[src/rtl/enc_pkg.sv]
// Shared constants and the quadrature transition lookup used by every
// encoder channel.
package enc_pkg;

    // Decode modes (I_MODE encoding); 2'b11 also selects x4.
    localparam logic [1:0] MODE_X1 = 2'b00;
    localparam logic [1:0] MODE_X2 = 2'b01;
    localparam logic [1:0] MODE_X4 = 2'b10;

    // Classifies a previous/current {A,B} pair.
    // Returns {up, down}; both 0 for no change or an illegal double change.
    // Up sequence (A leads): 00 -> 10 -> 11 -> 01 -> 00.
    function automatic logic [1:0] ab_step(input logic [1:0] prev_ab,
                                           input logic [1:0] cur_ab);
        logic [1:0] res;
        res = 2'b00;
        case ({prev_ab, cur_ab})
            4'b0010, 4'b1011, 4'b1101, 4'b0100: res = 2'b10;
            4'b1000, 4'b1110, 4'b0111, 4'b0001: res = 2'b01;
            default:                            res = 2'b00;
        endcase
        return res;
    endfunction

endpackage

[src/rtl/quad_encoder_channel.sv]
// One quadrature encoder channel: input synchroniser, per-signal glitch
// filter, x1/x2/x4 decode, wrapping signed position counter, Z-index
// latch/clear and sticky illegal-transition flag.
module quad_encoder_channel
    import enc_pkg::*;
#(
    parameter int CNT_W       = 32,
    parameter int SYNC_STAGES = 2,
    parameter int FILT_LEN    = 4
) (
    input  logic             clk,
    input  logic             rst,
    input  logic             enc_a_i,
    input  logic             enc_b_i,
    input  logic             enc_z_i,
    input  logic [1:0]       mode_i,
    input  logic             z_clr_en_i,
    input  logic             cnt_clr_i,
    input  logic             err_clr_i,
    output logic [CNT_W-1:0] pos_o,
    output logic             dir_o,
    output logic             step_o,
    output logic [CNT_W-1:0] z_pos_o,
    output logic             z_seen_o,
    output logic             err_o
);

    localparam int FCW = $clog2(FILT_LEN + 1);
    localparam logic [FCW-1:0]   F_ONE   = FCW'(1);
    localparam logic [FCW-1:0]   F_LEN   = FCW'(FILT_LEN);
    localparam logic [CNT_W-1:0] CNT_ONE = CNT_W'(1);

    // Bit 0 = A, bit 1 = B, bit 2 = Z throughout the input path.
    logic [2:0] raw;
    logic [2:0] sync_q [SYNC_STAGES];
    logic [2:0] synced;
    logic [2:0] filt;

    assign raw    = {enc_z_i, enc_b_i, enc_a_i};
    assign synced = sync_q[SYNC_STAGES-1];

    // Metastability shift chain for A, B and Z.
    always_ff @(posedge clk or posedge rst) begin
        if (rst) begin
            for (int i = 0; i < SYNC_STAGES; i++) sync_q[i] <= '0;
        end else begin
            sync_q[0] <= raw;
            for (int i = 1; i < SYNC_STAGES; i++) sync_q[i] <= sync_q[i-1];
        end
    end

    // Independent glitch filter per signal: a new level is accepted once it
    // has been seen FILT_LEN samples in a row; a sample equal to the current
    // output restarts the run.
    generate
        for (genvar gi = 0; gi < 3; gi++) begin : g_filt
            logic           filt_q, filt_d;
            logic [FCW-1:0] fcnt_q, fcnt_d;

            // Next-state for the run counter and accepted level.
            always_comb begin
                filt_d = filt_q;
                fcnt_d = '0;
                if (synced[gi] != filt_q) begin
                    if (fcnt_q + F_ONE == F_LEN) begin
                        filt_d = synced[gi];
                    end else begin
                        fcnt_d = fcnt_q + F_ONE;
                    end
                end
            end

            // Filter state register.
            always_ff @(posedge clk or posedge rst) begin
                if (rst) begin
                    filt_q <= 1'b0;
                    fcnt_q <= '0;
                end else begin
                    filt_q <= filt_d;
                    fcnt_q <= fcnt_d;
                end
            end

            assign filt[gi] = filt_q;
        end
    endgenerate

    logic [1:0]       prev_ab_q;
    logic             z_prev_q;
    logic [CNT_W-1:0] pos_q, pos_d;
    logic [CNT_W-1:0] z_pos_q, z_pos_d;
    logic             z_seen_q, z_seen_d;
    logic             dir_q, dir_d;
    logic             step_q;
    logic             err_q, err_d;

    logic [1:0] cur_ab;
    logic [1:0] ud;
    logic       a_chg, b_chg, illegal, z_rise;
    logic       step, step_up;

    assign cur_ab  = {filt[0], filt[1]};
    assign a_chg   = prev_ab_q[1] ^ cur_ab[1];
    assign b_chg   = prev_ab_q[0] ^ cur_ab[0];
    assign illegal = a_chg & b_chg;
    assign ud      = ab_step(prev_ab_q, cur_ab);
    assign z_rise  = filt[2] & ~z_prev_q;

    // Step qualification for the selected decode mode.
    always_comb begin
        step    = 1'b0;
        step_up = 1'b0;
        case (mode_i)
            MODE_X1: begin
                if (!prev_ab_q[1] && cur_ab[1] && !b_chg) begin
                    step    = 1'b1;
                    step_up = ~cur_ab[0];
                end
            end
            MODE_X2: begin
                if (a_chg && !b_chg) begin
                    step    = 1'b1;
                    step_up = ud[1];
                end
            end
            default: begin
                step    = ud[1] | ud[0];
                step_up = ud[1];
            end
        endcase
    end

    // Position, index latch, direction and error next-state with
    // priority counter clear > Z clear > step.
    always_comb begin
        pos_d    = pos_q;
        z_pos_d  = z_pos_q;
        z_seen_d = z_seen_q;
        dir_d    = dir_q;
        err_d    = err_q;

        if (step) begin
            pos_d = step_up ? pos_q + CNT_ONE : pos_q - CNT_ONE;
            dir_d = step_up;
        end
        if (z_rise && z_clr_en_i) pos_d = '0;
        if (cnt_clr_i) pos_d = '0;

        if (cnt_clr_i) begin
            z_seen_d = 1'b0;
        end else if (z_rise) begin
            z_pos_d  = pos_d;
            z_seen_d = 1'b1;
        end

        // A same-cycle illegal transition beats the clear request.
        if (illegal)        err_d = 1'b1;
        else if (err_clr_i) err_d = 1'b0;
    end

    // Decode and counter state register.
    always_ff @(posedge clk or posedge rst) begin
        if (rst) begin
            prev_ab_q <= '0;
            z_prev_q  <= 1'b0;
            pos_q     <= '0;
            z_pos_q   <= '0;
            z_seen_q  <= 1'b0;
            dir_q     <= 1'b0;
            step_q    <= 1'b0;
            err_q     <= 1'b0;
        end else begin
            prev_ab_q <= cur_ab;
            z_prev_q  <= filt[2];
            pos_q     <= pos_d;
            z_pos_q   <= z_pos_d;
            z_seen_q  <= z_seen_d;
            dir_q     <= dir_d;
            step_q    <= step;
            err_q     <= err_d;
        end
    end

    assign pos_o    = pos_q;
    assign dir_o    = dir_q;
    assign step_o   = step_q;
    assign z_pos_o  = z_pos_q;
    assign z_seen_o = z_seen_q;
    assign err_o    = err_q;

endmodule

[src/rtl/quad_encoder_counter.sv]
// Multi-channel quadrature encoder decoder: one independent channel per
// encoder, outputs packed channel-major onto flat buses.
module quad_encoder_counter
    import enc_pkg::*;
#(
    parameter int N_CH        = 1,
    parameter int CNT_W       = 32,
    parameter int SYNC_STAGES = 2,
    parameter int FILT_LEN    = 4
) (
    input  logic                  I_CLK_100MHZ,
    input  logic                  I_RST,
    input  logic [N_CH-1:0]       I_ENC_A,
    input  logic [N_CH-1:0]       I_ENC_B,
    input  logic [N_CH-1:0]       I_ENC_Z,
    input  logic [1:0]            I_MODE,
    input  logic [N_CH-1:0]       I_Z_CLR_EN,
    input  logic [N_CH-1:0]       I_CNT_CLR,
    input  logic [N_CH-1:0]       I_ERR_CLR,
    output logic [N_CH*CNT_W-1:0] O_POS,
    output logic [N_CH-1:0]       O_DIR,
    output logic [N_CH-1:0]       O_STEP,
    output logic [N_CH*CNT_W-1:0] O_Z_POS,
    output logic [N_CH-1:0]       O_Z_SEEN,
    output logic [N_CH-1:0]       O_ERR
);

    generate
        for (genvar gi = 0; gi < N_CH; gi++) begin : g_ch
            quad_encoder_channel #(
                .CNT_W       (CNT_W),
                .SYNC_STAGES (SYNC_STAGES),
                .FILT_LEN    (FILT_LEN)
            ) u_ch (
                .clk        (I_CLK_100MHZ),
                .rst        (I_RST),
                .enc_a_i    (I_ENC_A[gi]),
                .enc_b_i    (I_ENC_B[gi]),
                .enc_z_i    (I_ENC_Z[gi]),
                .mode_i     (I_MODE),
                .z_clr_en_i (I_Z_CLR_EN[gi]),
                .cnt_clr_i  (I_CNT_CLR[gi]),
                .err_clr_i  (I_ERR_CLR[gi]),
                .pos_o      (O_POS[gi*CNT_W +: CNT_W]),
                .dir_o      (O_DIR[gi]),
                .step_o     (O_STEP[gi]),
                .z_pos_o    (O_Z_POS[gi*CNT_W +: CNT_W]),
                .z_seen_o   (O_Z_SEEN[gi]),
                .err_o      (O_ERR[gi])
            );
        end
    endgenerate

endmodule
[config.mk]
export PLATFORM = sky130hd
export DESIGN_NAME = quad_encoder_counter
export DESIGN_NICKNAME = d
export VERILOG_FILES = /design/src/rtl/enc_pkg.sv /design/src/rtl/quad_encoder_channel.sv /design/src/rtl/quad_encoder_counter.sv
export SDC_FILE = /design/constraint.sdc
export NUM_CORES = 1
export LEC_CHECK = 0
export BUFFER_PORTS_ARGS = -buffer_cell sky130_fd_sc_hd__buf_2
export CAP_MARGIN = 40
export CORE_MARGIN = 3
export CORE_UTILIZATION = 52
export CTS_CLUSTER_DIAMETER = 30
export DETAILED_ROUTE_END_ITERATION = 10
export PLACE_DENSITY = 0.85
export SYNTH_ARGS = -nofsm -noshare
export SYNTH_HDL_FRONTEND = slang
export SYNTH_SLANG_ARGS = --single-unit
[constraint.sdc]
create_clock -name I_CLK_100MHZ -period 4.3 [get_ports I_CLK_100MHZ]
set_clock_uncertainty 0.1 [all_clocks]
set_input_delay 0.645 -clock I_CLK_100MHZ [delete_from_list [all_inputs] [get_ports I_CLK_100MHZ]]
set_output_delay 0.645 -clock I_CLK_100MHZ [all_outputs]
set_load 0.05 [all_outputs]
# ---- Yosys cells after proc, flatten, opt, wreduce, memory -nomap -nowiden
# Memory sizes are Yosys's and may differ from the RTL's.
# Cells that the tools add are included.
dict set report word_totals {
  regBits 89
  rom_bits 32
  inputBits 10
  output_inout_bits 68
  wordCells 70
  n_memories 1
}
dict set report classes {
  add_sub_neg 5
  n_eq_ne 7
  n_mux 20
  bitwise_logic 8
  reduce_logical 13
}
# name words word_bits read_ports rd_ports_with_merged_regs wr line
set memory_table {}
lappend memory_table {{(name not given)} 16 2 1 0 0 enc_pkg.sv:17} ;# case ({prev_ab, cur_ab})
# cell n
set op_table {}
lappend op_table {{32-bit 2-to-1 mux} 4}
lappend op_table {{32-bit by 1-bit adder with 32-bit output (second input constant)} 1}
lappend op_table {{32-bit by 1-bit subtractor with 32-bit output (second input constant)} 1}
lappend op_table {{3-bit 2-to-1 mux} 6}
lappend op_table {{3-bit by 1-bit adder with 3-bit output (second input constant)} 3}
lappend op_table {{3-bit equality test (second input constant)} 3}
lappend op_table {{1-bit 2-to-1 mux} 8}
lappend op_table {{2-bit AND reduction} 4}
lappend op_table {{1-bit logical AND} 4}
lappend op_table {{1-bit case mux with 2 select lines} 2}
lappend op_table {{2-bit nonzero test} 2}
lappend op_table {{1-bit != test} 3}
lappend op_table {{1-bit inverter} 3}
lappend op_table {{1-bit AND} 2}
lappend op_table {{2-bit by 1-bit equality test with 1-bit output (second input constant)} 1}
lappend op_table {{1-bit logical NOT} 2}
lappend op_table {{2-bit logical NOT} 1}
lappend op_table {{1-bit bitwise XOR} 2}
lappend op_table {{1-bit bitwise OR} 1}

# ---- Longest topological paths before layout
# Gate-level depths: netlist of run 1.
dict set report logic_depth {
  depth_word 9
  depth_mapped 18
  ltp_nobuf 18
}

# ---- Worst setup path before layout of run 1
# OpenSTA, ideal clock, no wires.
dict set report synth_path {
  path_kind {reg2reg}
  from {reg g_ch[0].u_ch.prev_ab_q[1]}
  to {reg g_ch[0].u_ch.z_pos_q[31]}
  setup_ps 92
  t_arrival_ps 4158
  t_required_ps 4108
  path_slack_ps -50
  stages_incl_launch_ff 18
  n_path_buf 0
  synth_period_minus_slack_ps 4350
  cell_sequence {dfrtp_1 inv_2 ha_1 inv_1 a21oi_1 nor3_1 a31oi_1 o32ai_1 inv_1 ha_1 a21oi_2 o21ai_1 a2111oi_2 o32ai_1 o31a_1 o41a_1 xor2_1 o31ai_2}
}
dict set report synth_between {
  elab_chain_cells 9
  elab_cells_between_ends 17
  classes_between {10 x mux; 2 x bitwise; 4 x reduce/logical; 1 x memory}
}
# element line
set synth_lines {}
lappend synth_lines {{from (decl)} quad_encoder_channel.sv:88} ;# logic [1:0] prev_ab_q;
lappend synth_lines {{from (signal assigned)} quad_encoder_channel.sv:173} ;# prev_ab_q <= cur_ab;
lappend synth_lines {{branches (longest 4 deep; another with memory read 16 x 2 bit)} n/a}
lappend synth_lines {{1-bit case mux with 2 select lines *} quad_encoder_channel.sv:113} ;# case (mode_i)
lappend synth_lines {{via g_ch[0].u_ch.step_up} quad_encoder_channel.sv:100} ;# logic step, step_up;
lappend synth_lines {{32-bit 2-to-1 mux *} quad_encoder_channel.sv:143} ;# pos_d = step_up ? pos_q + CNT_ONE : pos_q - CNT_ONE;
lappend synth_lines {{32-bit 2-to-1 mux *} quad_encoder_channel.sv:142} ;# if (step) begin
lappend synth_lines {{32-bit 2-to-1 mux *} quad_encoder_channel.sv:146} ;# if (z_rise && z_clr_en_i) pos_d = '0;
lappend synth_lines {{32-bit 2-to-1 mux *} quad_encoder_channel.sv:147} ;# if (cnt_clr_i) pos_d = '0;
lappend synth_lines {{to (signal assigned)} quad_encoder_channel.sv:176} ;# z_pos_q <= z_pos_d;
lappend synth_lines {{to (decl)} quad_encoder_channel.sv:91} ;# logic [CNT_W-1:0] z_pos_q, z_pos_d;
# Mark *: on every way through the listed nets, which the timed path passes.
# A chain may end at the register's enable or synchronous reset.

# ---- Worst setup path in the final report of run 1
dict set report layout_path {
  from {reg g_ch[0].u_ch.prev_ab_q[1]}
  to {reg g_ch[0].u_ch.z_pos_q[30]}
}
# Same word-level chain as after synthesis.

==> results of run 1 <==
area by class of cell:
cell class / count / share of cell area, %
Clock buffer: 10 / 2.12
Tap cell: 129 / 2.68
Sequential cell: 89 / 37.0
Timing Repair Buffer: 90 / 8.69
Inverter: 18 / 1.14
Clock inverter: 6 / 1.12
Multi-Input combinational cell: 398 / 47.2
stage by stage:
step / TNS (ns) / hold WS (ns)
floorplan: 0 / 0.231
global placement: 0 / 0.234
detailed placement: 0 / 0.240
CTS: 0 / 0.0996
global route: -0.540 / 0.0928
finish: 0 / 0.106
routing by layer:
layer	routed length (um)	vias up
met5	0	-
met4	200	0
met3	500	19
met2	6440	119
met1	5310	2100
li1	-	2024
logic make-up (layout without fill, tap and decap cells):
group                    after synthesis  count (layout)  synth area share (%)
AND/OR/NAND/NOR                      161             161                  14.1
AO/OA/AOI/OAI                        138             138                  18.3
flip-flops                            89              89                  43.8
adder cells (fa/ha/maj)               38              38                  9.50
XOR/XNOR                              36              36                  6.20
buffers and inverters                 34             124                  2.56
multiplexers                          25              25                  5.54
worst max path at each step:
stage | depth (start not counted) | to | from | slack [ns]
finish | 19 | g_ch[0].u_ch.z_pos_o[30] | g_ch[0].u_ch.prev_ab_q[1] | 0.07
global route | 20 | g_ch[0].u_ch.z_pos_o[30] | g_ch[0].u_ch.prev_ab_q[1] | -0.12
CTS | 19 | g_ch[0].u_ch.z_pos_o[28] | g_ch[0].u_ch.prev_ab_q[1] | 0.005
floorplan | 17 | g_ch[0].u_ch.z_pos_o[31] | g_ch[0].u_ch.prev_ab_q[1] | 0.13
detailed placement | 19 | g_ch[0].u_ch.z_pos_o[28] | g_ch[0].u_ch.prev_ab_q[1] | 0.04
global placement | 18 | g_ch[0].u_ch.z_pos_o[31] | g_ch[0].u_ch.prev_ab_q[1] | 0.23
placed cells by master, fill, tap and decap left out, drive strengths merged, types with 2 or more instances in the layout:
master	netlist	routed
buf	6	90
dfrtp	89	89
nand2	81	81
a21oi	49	49
ha	37	37
nor2	34	34
xnor2	24	24
o21ai	23	23
mux2	22	22
inv	18	18
xor2	12	12
a211oi	12	12
clkbuf	10	10
a21o	9	9
nor2b	9	9
o31ai	9	9
nor3	8	8
and2	8	8
o21a	6	6
nand4	4	4
a31oi	4	4
nand3	3	3
or3	3	3
nand2b	3	3
mux2i	3	3
o21bai	3	3
and4	3	3
a2111oi	3	3
clkinv	0	3
o41a	2	2
o2111ai	2	2
a22o	2	2
a31o	2	2
clkinvlp	0	2
a311oi	2	2
o32ai	2	2
sequential cells by signal, summed over array words and instances (netlist names):
name	flops
g_ch.u_ch.synced	3
g_ch.u_ch.g_filt.filt_q	3
g_ch.u_ch.dir_o	1
g_ch.u_ch.err_o	1
g_ch.u_ch.g_filt.fcnt_q	9
g_ch.u_ch.z_prev_q	1
g_ch.u_ch.prev_ab_q	2
g_ch.u_ch.step_o	1
g_ch.u_ch.z_pos_o	32
g_ch.u_ch.z_seen_o	1
g_ch.u_ch.pos_o	32
g_ch.u_ch.sync_q	3
what timing repair did:
action | 4_1_cts | 5_1_grt
gates cloned | 0 | 0
endpoints found under the setup margin | 1 | 31
gates resized for setup | 0 | 25
pin swaps | 1 | 2
buffers inserted | 1 | 1
worst max-delay path, stage by stage, from the launching register on:
cell	delay [ns]
dfrtp_1	0.41
inv_2	0.07
ha_1	0.34
inv_1	0.07
a21oi_1	0.08
nor3_1	0.15
a31oi_1	0.08
o32ai_2	0.28
inv_2	0.09
buf_12	0.18
ha_1	0.34
nor2b_2	0.24
o2111ai_1	0.18
a21oi_2	0.25
o21ai_2	0.11
a211oi_2	0.34
o21ai_0	0.15
nor3b_1	0.16
o21a_1	0.20
o31ai_2	0.27
==> run_results.csv, run 1 <==
group,metric,value,unit
synthesis,ys_top_cells_by_area,"dfrtp_1, ha_1, nand2_1",
global_route,gr-total-overflow,0,
timing,fmax,237,MHz
critical_path,rr_endpoint,"g_ch[0].u_ch.z_pos_o[30]",
synthesis,ys_seq_area_share,43.8,%
synthesis,yosysWarnings,0,
place,io_buffers,77,
cts,numCtsBuffers,9,
critical_path,path_max_fanout,31,
detailed_routing,dr_total_vias,4262,
place,place_congestion,0.888,
floorplan,coreArea,9370,um2
timing,drv_slew,0,
global_route,grt_max_degree,51,
critical_path,crit_path_start_kind,"register",
global_route,track_usage,22.2,%
floorplan,start_util,54.3,%
layout,diodes,0,
timing,tightest_slew,0.792,ns
outcome,outcome,"completed",
critical_path,critPathArrivalTime,4.37,ns
synthesis,synth_nets,569,
timing,relSlewSlack,47.1,%
detailed_routing,drt_wl_total,12500,um
floorplan,fp-row-count,35,
global_route,antenna_found_initial,0,
synthesis,synth_area,5080,um2
synthesis,synthCells,521,
synthesis,yosys.cell_types.count,57,
cts,clkLatencyLatePin,0.36,ns
critical_path,path_class,"register to register",
layout,stdcell_area,6020,um2
cts,root_buffer,"clkbuf_8",
job,maxCapViolations,0,
synthesis,async_flop_share,100,%
detailed_routing,drt-wirelength-per-cell,16.8,um
floorplan,dieArea,11000,um2
critical_path,crit-reg2reg-launch,"g_ch[0].u_ch.prev_ab_q[1]",
cts,cts_buffer_depth,2,
timing,hold_violations,0,
detailed_routing,antenna_left,0,
detailed_routing,viasPerCell,5.76,
min_path,hp-class,"input port to asynchronous set/reset pin",
synthesis,synth_top_cell_area_share,43.8,%
critical_path,rrSetupSlack,0.07,ns
timing,fin_ws,0.0746,ns
timing,setup_viol,0,
timing,finalCritPeriodShare,98.3,%
cts,clkTransAtPathRegs,0.09,ns
floorplan,die_x,105,um
layout,final_util,64.2,%
floorplan,die_h,105,um
cts,cts_tree,"done",
layout,multi_input_area,2840,um2
detailed_routing,first_pass_iters,5,
global_route,first_global_vias,4340,
place,dpl_worst_slack,0.0356,ns
layout,fillers,783,
cts,ctsHtreeMaxLevel,3,
global_route,grt_pass1_wl,20300,um
layout,nNetsFinal,654,
floorplan,io_pins,78,
synthesis,synthTopCellsByCount,"dfrtp_1, nand2_1, a21oi_1",
synthesis,avgSynthCellArea,9.76,um2
synthesis,synth.most_common_cell,"dfrtp_1",
layout,area_growth,18.3,%
synthesis,synth_edf_count,0,
synthesis,synth_seq_cells,89,
critical_path,worstPathRequired,4.44,ns
place,hpwl,8890,um
cts,hold_buffers,0,
critical_path,ff2ff_path_depth,19,
critical_path,crit_path_end_kind,"register",
layout,stdcell_count,740,
timing,min_period,4.23,ns
place,placed_cell_area,5700,um2
global_route,grt_busiest_layer,"met2",
cts,cts.sinks,89,
global_route,use_met2,39.6,%
synthesis,synth_top_flop_cell,"dfrtp_1",
synthesis,yosysTopAreaCell,"dfrtp_1",
timing,rsz0062_at_grt,"true",
detailed_routing,first_iter_violations,162,
place,place_inst,722,
global_route,use_met1,28.0,%
layout,regArea,2230,um2
layout,layout-drive-gt1-share,26.8,%
global_route,gr-usage-met3,3.64,%
detailed_routing,remaining_drc_errors,0,
Power of run 1 is left out: the tool's default activity adds up to more than one toggle a clock period on the data nets, which glitch-free logic cannot reach.
==> inputs of run 2 (changes only) <==
--- a/config.mk
+++ b/config.mk
@@ -5,10 +5,11 @@
 export SDC_FILE = /design/constraint.sdc
 export NUM_CORES = 1
 export LEC_CHECK = 0
+export ABC_AREA = 1
 export BUFFER_PORTS_ARGS = -buffer_cell sky130_fd_sc_hd__buf_2
 export CAP_MARGIN = 40
 export CORE_MARGIN = 3
-export CORE_UTILIZATION = 52
+export CORE_UTILIZATION = 53
 export CTS_CLUSTER_DIAMETER = 30
 export DETAILED_ROUTE_END_ITERATION = 10
 export PLACE_DENSITY = 0.85
==> run 2 against run 1 <==
  * Worst setup slack better by 0.74 ns
  * Synthesized cell count rose by 55%
  * Wire length is 17% higher
  * Sequential share of layout area fell by 2.3 points
  * Highest routed layer unchanged
  * Die area increased by 9.6%
  * Critical path depth is the same
  * Critical endpoint is now g_ch[0].u_ch.z_pos_o[10]
  * Final cell count up 39%
==> run_results.csv, run 2 <==
group,metric,value,unit
place,place_congestion,0.960,
layout,fillers,993,
layout,area_growth,12.4,%
detailed_routing,viasPerCell,5.24,
critical_path,worstPathRequired,4.48,ns
critical_path,critPathArrivalTime,3.67,ns
detailed_routing,first_iter_violations,388,
global_route,first_global_vias,5091,
critical_path,critPathMaxStageDelay,0.46,ns
floorplan,fp-row-count,37,
layout,diodes,0,
synthesis,yosysTopAreaCell,"dfrtp_1",
cts,clkLatencyLatePin,0.37,ns
global_route,grt_pass1_wl,24500,um
detailed_routing,antenna_left,0,
synthesis,synth_top_flop_cell,"dfrtp_1",
critical_path,cpMostUsedCell,"nand2_1",
synthesis,synth_edf_count,0,
timing,drv_slew,0,
synthesis,async_flop_share,100,%
global_route,gr-total-overflow,0,
timing,setup-tns-final,0,ns
cts,cts_resized,0,
layout,nNetsFinal,937,
place,place_inst,1014,
synthesis,avgSynthCellArea,7.05,um2
global_route,track_usage,26.1,%
layout,stdcell_count,1030,
critical_path,path_max_fanout,34,
synthesis,synth.most_common_cell,"nand2_1",
critical_path,cp_top_family,"simple AND/OR/NAND/NOR gates",
critical_path,path_class,"register to register",
critical_path,crit_chain,"ha_1 -> nor2_1 -> nand2_1 -> nand2_1 -> a21oi_2 -> buf_4 -> inv_1 -> fa_1 -> inv_1 -> nand3_1 -> nand2_1 -> nand2_1 -> nand2_1 -> nand2_1 -> nand2_1 -> nor2_1 -> o21ai_0 -> nand3_1 -> o21ai_0",
synthesis,ys_top_cells_by_area,"dfrtp_1, nand2_1, ha_1",
critical_path,worst_path_max_delay_cell,"dfrtp_1",
layout,final_cell_mix,"nand2_1, inv_1, dfrtp_1, nor2_1, buf_2",
detailed_routing,drt-wirelength-per-cell,14.2,um
timing,hold_violations,0,
timing,relSlewSlack,49.8,%
detailed_routing,remaining_drc_errors,0,
floorplan,die_h,110,um
cts,clkTransAtPathRegs,0.09,ns
timing,fmax,287,MHz
critical_path,crit_path_start_kind,"register",
floorplan,die_x,110,um
timing,min_period,3.49,ns
synthesis,synth_area,5710,um2
synthesis,yosys.cell_types.count,36,
timing,tightest_slew,0.751,ns
synthesis,yosysWarnings,0,
cts,hold_buffers,0,
synthesis,synthCells,810,
cts,numCtsBuffers,9,
detailed_routing,first_pass_iters,5,
cts,cts_buffer_depth,2,
floorplan,coreArea,10400,um2
layout,layout-drive-gt1-share,12.9,%
layout,final_util,61.6,%
synthesis,synthTopCellsByCount,"nand2_1, inv_1, dfrtp_1",
timing,setup_viol,0,
critical_path,crit_path_end_kind,"register",
floorplan,dieArea,12100,um2
cts,cts_setup_buffers,0,
outcome,outcome,"completed",
place,hpwl,11100,um
floorplan,io_pins,78,
cts,cts.sinks,89,
synthesis,synth_seq_cells,89,
detailed_routing,drt_wl_total,14600,um
timing,rsz0062_at_grt,"false",
job,maxCapViolations,0,
min_path,hp-class,"input port to asynchronous set/reset pin",
synthesis,synth_nets,858,
synthesis,synth_top_cell_area_share,39.0,%
cts,cts_tree,"done",
global_route,grt_max_degree,63,
cts,ctsHtreeMaxLevel,3,
timing,finalCritPeriodShare,81.2,%
place,io_buffers,77,
cts,root_buffer,"clkbuf_8",
detailed_routing,dr_total_vias,5395,
synthesis,ys_seq_area_share,39.0,%
critical_path,cp_num_buf_inv,3,
floorplan,start_util,54.8,%
global_route,antenna_found_initial,0,
layout,final_common_cell,"nand2_1",
run 2: layer usage:
| metal | global-route usage (%) | vias up | share of wire (%) |
|---|---|---|---|
| met1 | 38.3 | 2482 | 48 |
| li1 | - | 2718 | - |
| met2 | 39.5 | 169 | 45 |
| met5 | 0 | - | 0 |
| met3 | 3.11 | 26 | 5.3 |
| met4 | 10.1 | 0 | 2.3 |
run 2: cell families (layout without fill, tap and decap cells):
kind of cell	count (synthesis)	count (layout)	synth area share [%]
flip-flops	89	89	39.0
XOR/XNOR	14	14	2.15
AND/OR/NAND/NOR	448	448	32.3
AO/OA/AOI/OAI	89	89	8.65
buffers and inverters	132	216	9.42
adder cells (fa/ha/maj)	38	38	8.46
run 2: cell type report:
type / instances / area [um2] / area share, %
Clock buffer: 12 / 155 / 2.42
Clock inverter: 4 / 35.0 / 0.546
Inverter: 118 / 447 / 6.96
Multi-Input combinational cell: 589 / 2950 / 46.0
Sequential cell: 89 / 2230 / 34.7
Tap cell: 136 / 170 / 2.65
Timing Repair Buffer: 82 / 435 / 6.78
run 2: path summary, 6_finish.rpt:
check,from,to,slack [ns],cells past startpoint
worst max-delay path,g_ch[0].u_ch.g_filt[0].filt_q,g_ch[0].u_ch.z_pos_o[10],0.81,19
max in group asynchronous,I_RST,g_ch[0].u_ch.z_pos_o[23],3.22,3
worst min-delay path,I_RST,g_ch[0].u_ch.z_seen_o,0.17,2
worst max register to register,g_ch[0].u_ch.g_filt[0].filt_q,g_ch[0].u_ch.z_pos_o[10],0.81,19
worst min register to register,g_ch[0].u_ch.sync_q[4],g_ch[0].u_ch.synced[1],0.26,0
min in group I_CLK_100MHZ,g_ch[0].u_ch.sync_q[4],g_ch[0].u_ch.synced[1],0.26,0
run 2: through the flow:
stage | hold WS [ns] | cell area, um2 | worst slack (ns)
5_1_grt | 0.186 | 6420 | 0.474
4_1_cts | 0.166 | 6420 | 0.831
6_report | 0.173 | 6420 | 0.810
3_3_place_gp | 0.231 | 6210 | 0.871
3_5_place_dp | 0.241 | 6230 | 0.853
2_1_floorplan | 0.231 | 5710 | 0.847
Power of run 2 is left out for the same reason.
==> inputs of run 3 (changes only) <==
--- a/config.mk
+++ b/config.mk
@@ -5,11 +5,11 @@
 export SDC_FILE = /design/constraint.sdc
 export NUM_CORES = 1
 export LEC_CHECK = 0
-export ABC_AREA = 1
+export ABC_AREA = 0
 export BUFFER_PORTS_ARGS = -buffer_cell sky130_fd_sc_hd__buf_2
 export CAP_MARGIN = 40
 export CORE_MARGIN = 3
-export CORE_UTILIZATION = 53
+export CORE_UTILIZATION = 52
 export CTS_CLUSTER_DIAMETER = 30
 export DETAILED_ROUTE_END_ITERATION = 10
 export PLACE_DENSITY = 0.85
==> constraint.sdc (replaced) <==
create_clock -name I_CLK_100MHZ -period 2.82 [get_ports I_CLK_100MHZ]
set_clock_uncertainty 0.1 [all_clocks]
set_input_delay 0.423 -clock I_CLK_100MHZ [delete_from_list [all_inputs] [get_ports I_CLK_100MHZ]]
set_output_delay 0.423 -clock I_CLK_100MHZ [all_outputs]
set_load 0.05 [all_outputs]
==> run 3 against run 2 <==
  * The run now ends with negative setup slack left
  * Sequential share of layout area down 6.0 points
  * Utilization grew 21 points
  * Worst setup slack got worse by 2.2 ns
  * Design area grew 21%
  * Wire length rose by 35%
  * Worst hold slack got worse by 0.12 ns
  * Clock-buffer cell count is 3 lower
  * Die area shrank 8.8%
  * First-iteration DRC count rose by 62%
==> run_results.csv, run 3 (synthesized netlist as in run 1, its figures left out) <==
group,metric,value,unit
outcome,outcome,"finished with violations",
outcome,violations,"negative setup slack",
timing,hold_violations,0,
cts,root_buffer,"clkbuf_8",
timing,finalCritPeriodShare,148,%
timing,drv_slew,0,
cts,cts_tree,"done",
floorplan,io_pins,78,
critical_path,path_class,"register to register",
layout,final_cell_mix,"buf_4, dfrtp_1, nand2_1, buf_2",
floorplan,die_h,105,um
critical_path,crit_chain,"inv_2 -> ha_4 -> inv_4 -> a21oi_4 -> nor3_2 -> a31oi_2 -> o32ai_4 -> bufinv_16 -> ha_2 -> nand2_1 -> a21oi_2 -> o2111ai_2 -> a211oi_2 -> o31a_1 -> o21ai_1 -> o41a_1 -> xor2_2 -> o31ai_2",
timing,setup_viol,61,
timing,relSlewSlack,42.1,%
critical_path,worstPathRequired,3.00,ns
critical_path,cp_top_family,"compound AO/OA/AOI/OAI gates",
critical_path,critPathMaxStageDelay,0.42,ns
detailed_routing,antenna_left,0,
cts,cts.sinks,89,
critical_path,crit_path_end_kind,"register",
global_route,grt_max_degree,42,
layout,layout-drive-gt1-share,52.0,%
global_route,track_usage,30.0,%
detailed_routing,drt-wirelength-per-cell,23.2,um
detailed_routing,viasPerCell,6.33,
timing,setup-tns-final,-59.99,ns
critical_path,worst_path_max_delay_cell,"o32ai_4",
floorplan,die_x,105,um
cts,clkTransAtPathRegs,0.09,ns
min_path,hp-class,"input port to register",
layout,area_growth,52.6,%
global_route,first_global_vias,5263,
cts,numCtsBuffers,9,
cts,ctsHtreeMaxLevel,3,
timing,rsz0062_at_grt,"true",
timing,fmax,239,MHz
critical_path,cp_num_buf_inv,3,
layout,final_common_cell,"buf_4",
timing,min_period,4.18,ns
floorplan,start_util,54.3,%
place,hpwl,10300,um
job,maxCapViolations,0,
detailed_routing,dr_total_vias,5385,
critical_path,critPathArrivalTime,4.36,ns
critical_path,path_max_fanout,8,
floorplan,fp-row-count,35,
place,place_inst,796,
detailed_routing,remaining_drc_errors,0,
detailed_routing,first_iter_violations,629,
floorplan,dieArea,11000,um2
global_route,antenna_found_initial,1,
detailed_routing,first_pass_iters,5,
layout,fillers,493,
cts,cts_buffer_depth,2,
layout,nNetsFinal,765,
layout,final_util,82.8,%
timing,tightest_slew,0.866,ns
cts,clkLatencyLatePin,0.37,ns
global_route,grt_pass1_wl,26400,um
detailed_routing,drt_wl_total,19800,um
layout,stdcell_count,851,
place,dpl_worst_slack,-1.29,ns
floorplan,coreArea,9370,um2
place,place_congestion,0.863,
place,io_buffers,77,
timing,fin_ws,-1.36,ns
critical_path,crit_path_start_kind,"register",
global_route,gr-total-overflow,0,
## run 3: changes by cell type in the layout (fill, tap and decap cells not counted), sizes merged, moves of 8 or more
| cell | delta |
|---|---|
| nand2 | -183 |
| inv | -97 |
| nor2b | +9 |
| nor3 | -8 |
| xor2 | +10 |
| a211oi | +12 |
| a21oi | +10 |
| nor2 | -53 |
| buf | +116 |
| mux2 | +22 |
| o31ai | +9 |
| o21ai | -12 |
| xnor2 | +12 |
| nand3 | -59 |
## run 3: per-layer routing
layer,track usage [%],vias up,wire [um]
li1,-,2245,-
met1,35.7,2584,7260
met2,50.5,411,9380
met3,7.04,145,1690
met4,15.5,0,1440
met5,0,-,0
## run 3: path summary, 6_finish.rpt
check | end | depth (start not counted) | slack [ns] | start
max | g_ch[0].u_ch.z_pos_o[31] | 18 | -1.36 | g_ch[0].u_ch.prev_ab_q[1]
min | g_ch[0].u_ch.sync_q[4] | 1 | 0.05 | I_ENC_B
max reg2reg | g_ch[0].u_ch.z_pos_o[31] | 18 | -1.36 | g_ch[0].u_ch.prev_ab_q[1]
min reg2reg | g_ch[0].u_ch.synced[0] | 0 | 0.26 | g_ch[0].u_ch.sync_q[3]
max in group asynchronous | g_ch[0].u_ch.z_pos_o[24] | 3 | 1.83 | I_RST
min in group asynchronous | g_ch[0].u_ch.sync_q[5] | 2 | 0.11 | I_RST
## run 3: what timing repair did
action,in CTS,in global routing
hold buffers,0,0
setup buffers,21,20
pin swaps,27,49
gates resized for setup,60,83
endpoints found under the setup margin,60,62
gates cloned,3,0
## run 3: through the flow
step                      hold slack (ns)  instance area [um2]
final                              0.0519                 7760
after global routing               0.0448                 7760
after detailed placement            0.236                 6560
after global placement              0.234                 6560
after CTS                          0.0534                 7220
after floorplan                     0.231                 5430
## run 3: final cells by class
type                            count  area (um2)  share of cell area, %
Multi-Input combinational cell    398        3660                   47.2
Sequential cell                    89        2230                   28.7
Timing Repair Buffer              198        1370                   17.7
Tap cell                          129         161                   2.08
Clock buffer                        9         124                   1.60
Inverter                           18         100                   1.29
Clock inverter                      6        67.6                  0.871
Timing Repair inverter              3        45.0                  0.580
Antenna cell                        1        2.50                 0.0322
Power of run 3 is left out for the same reason.
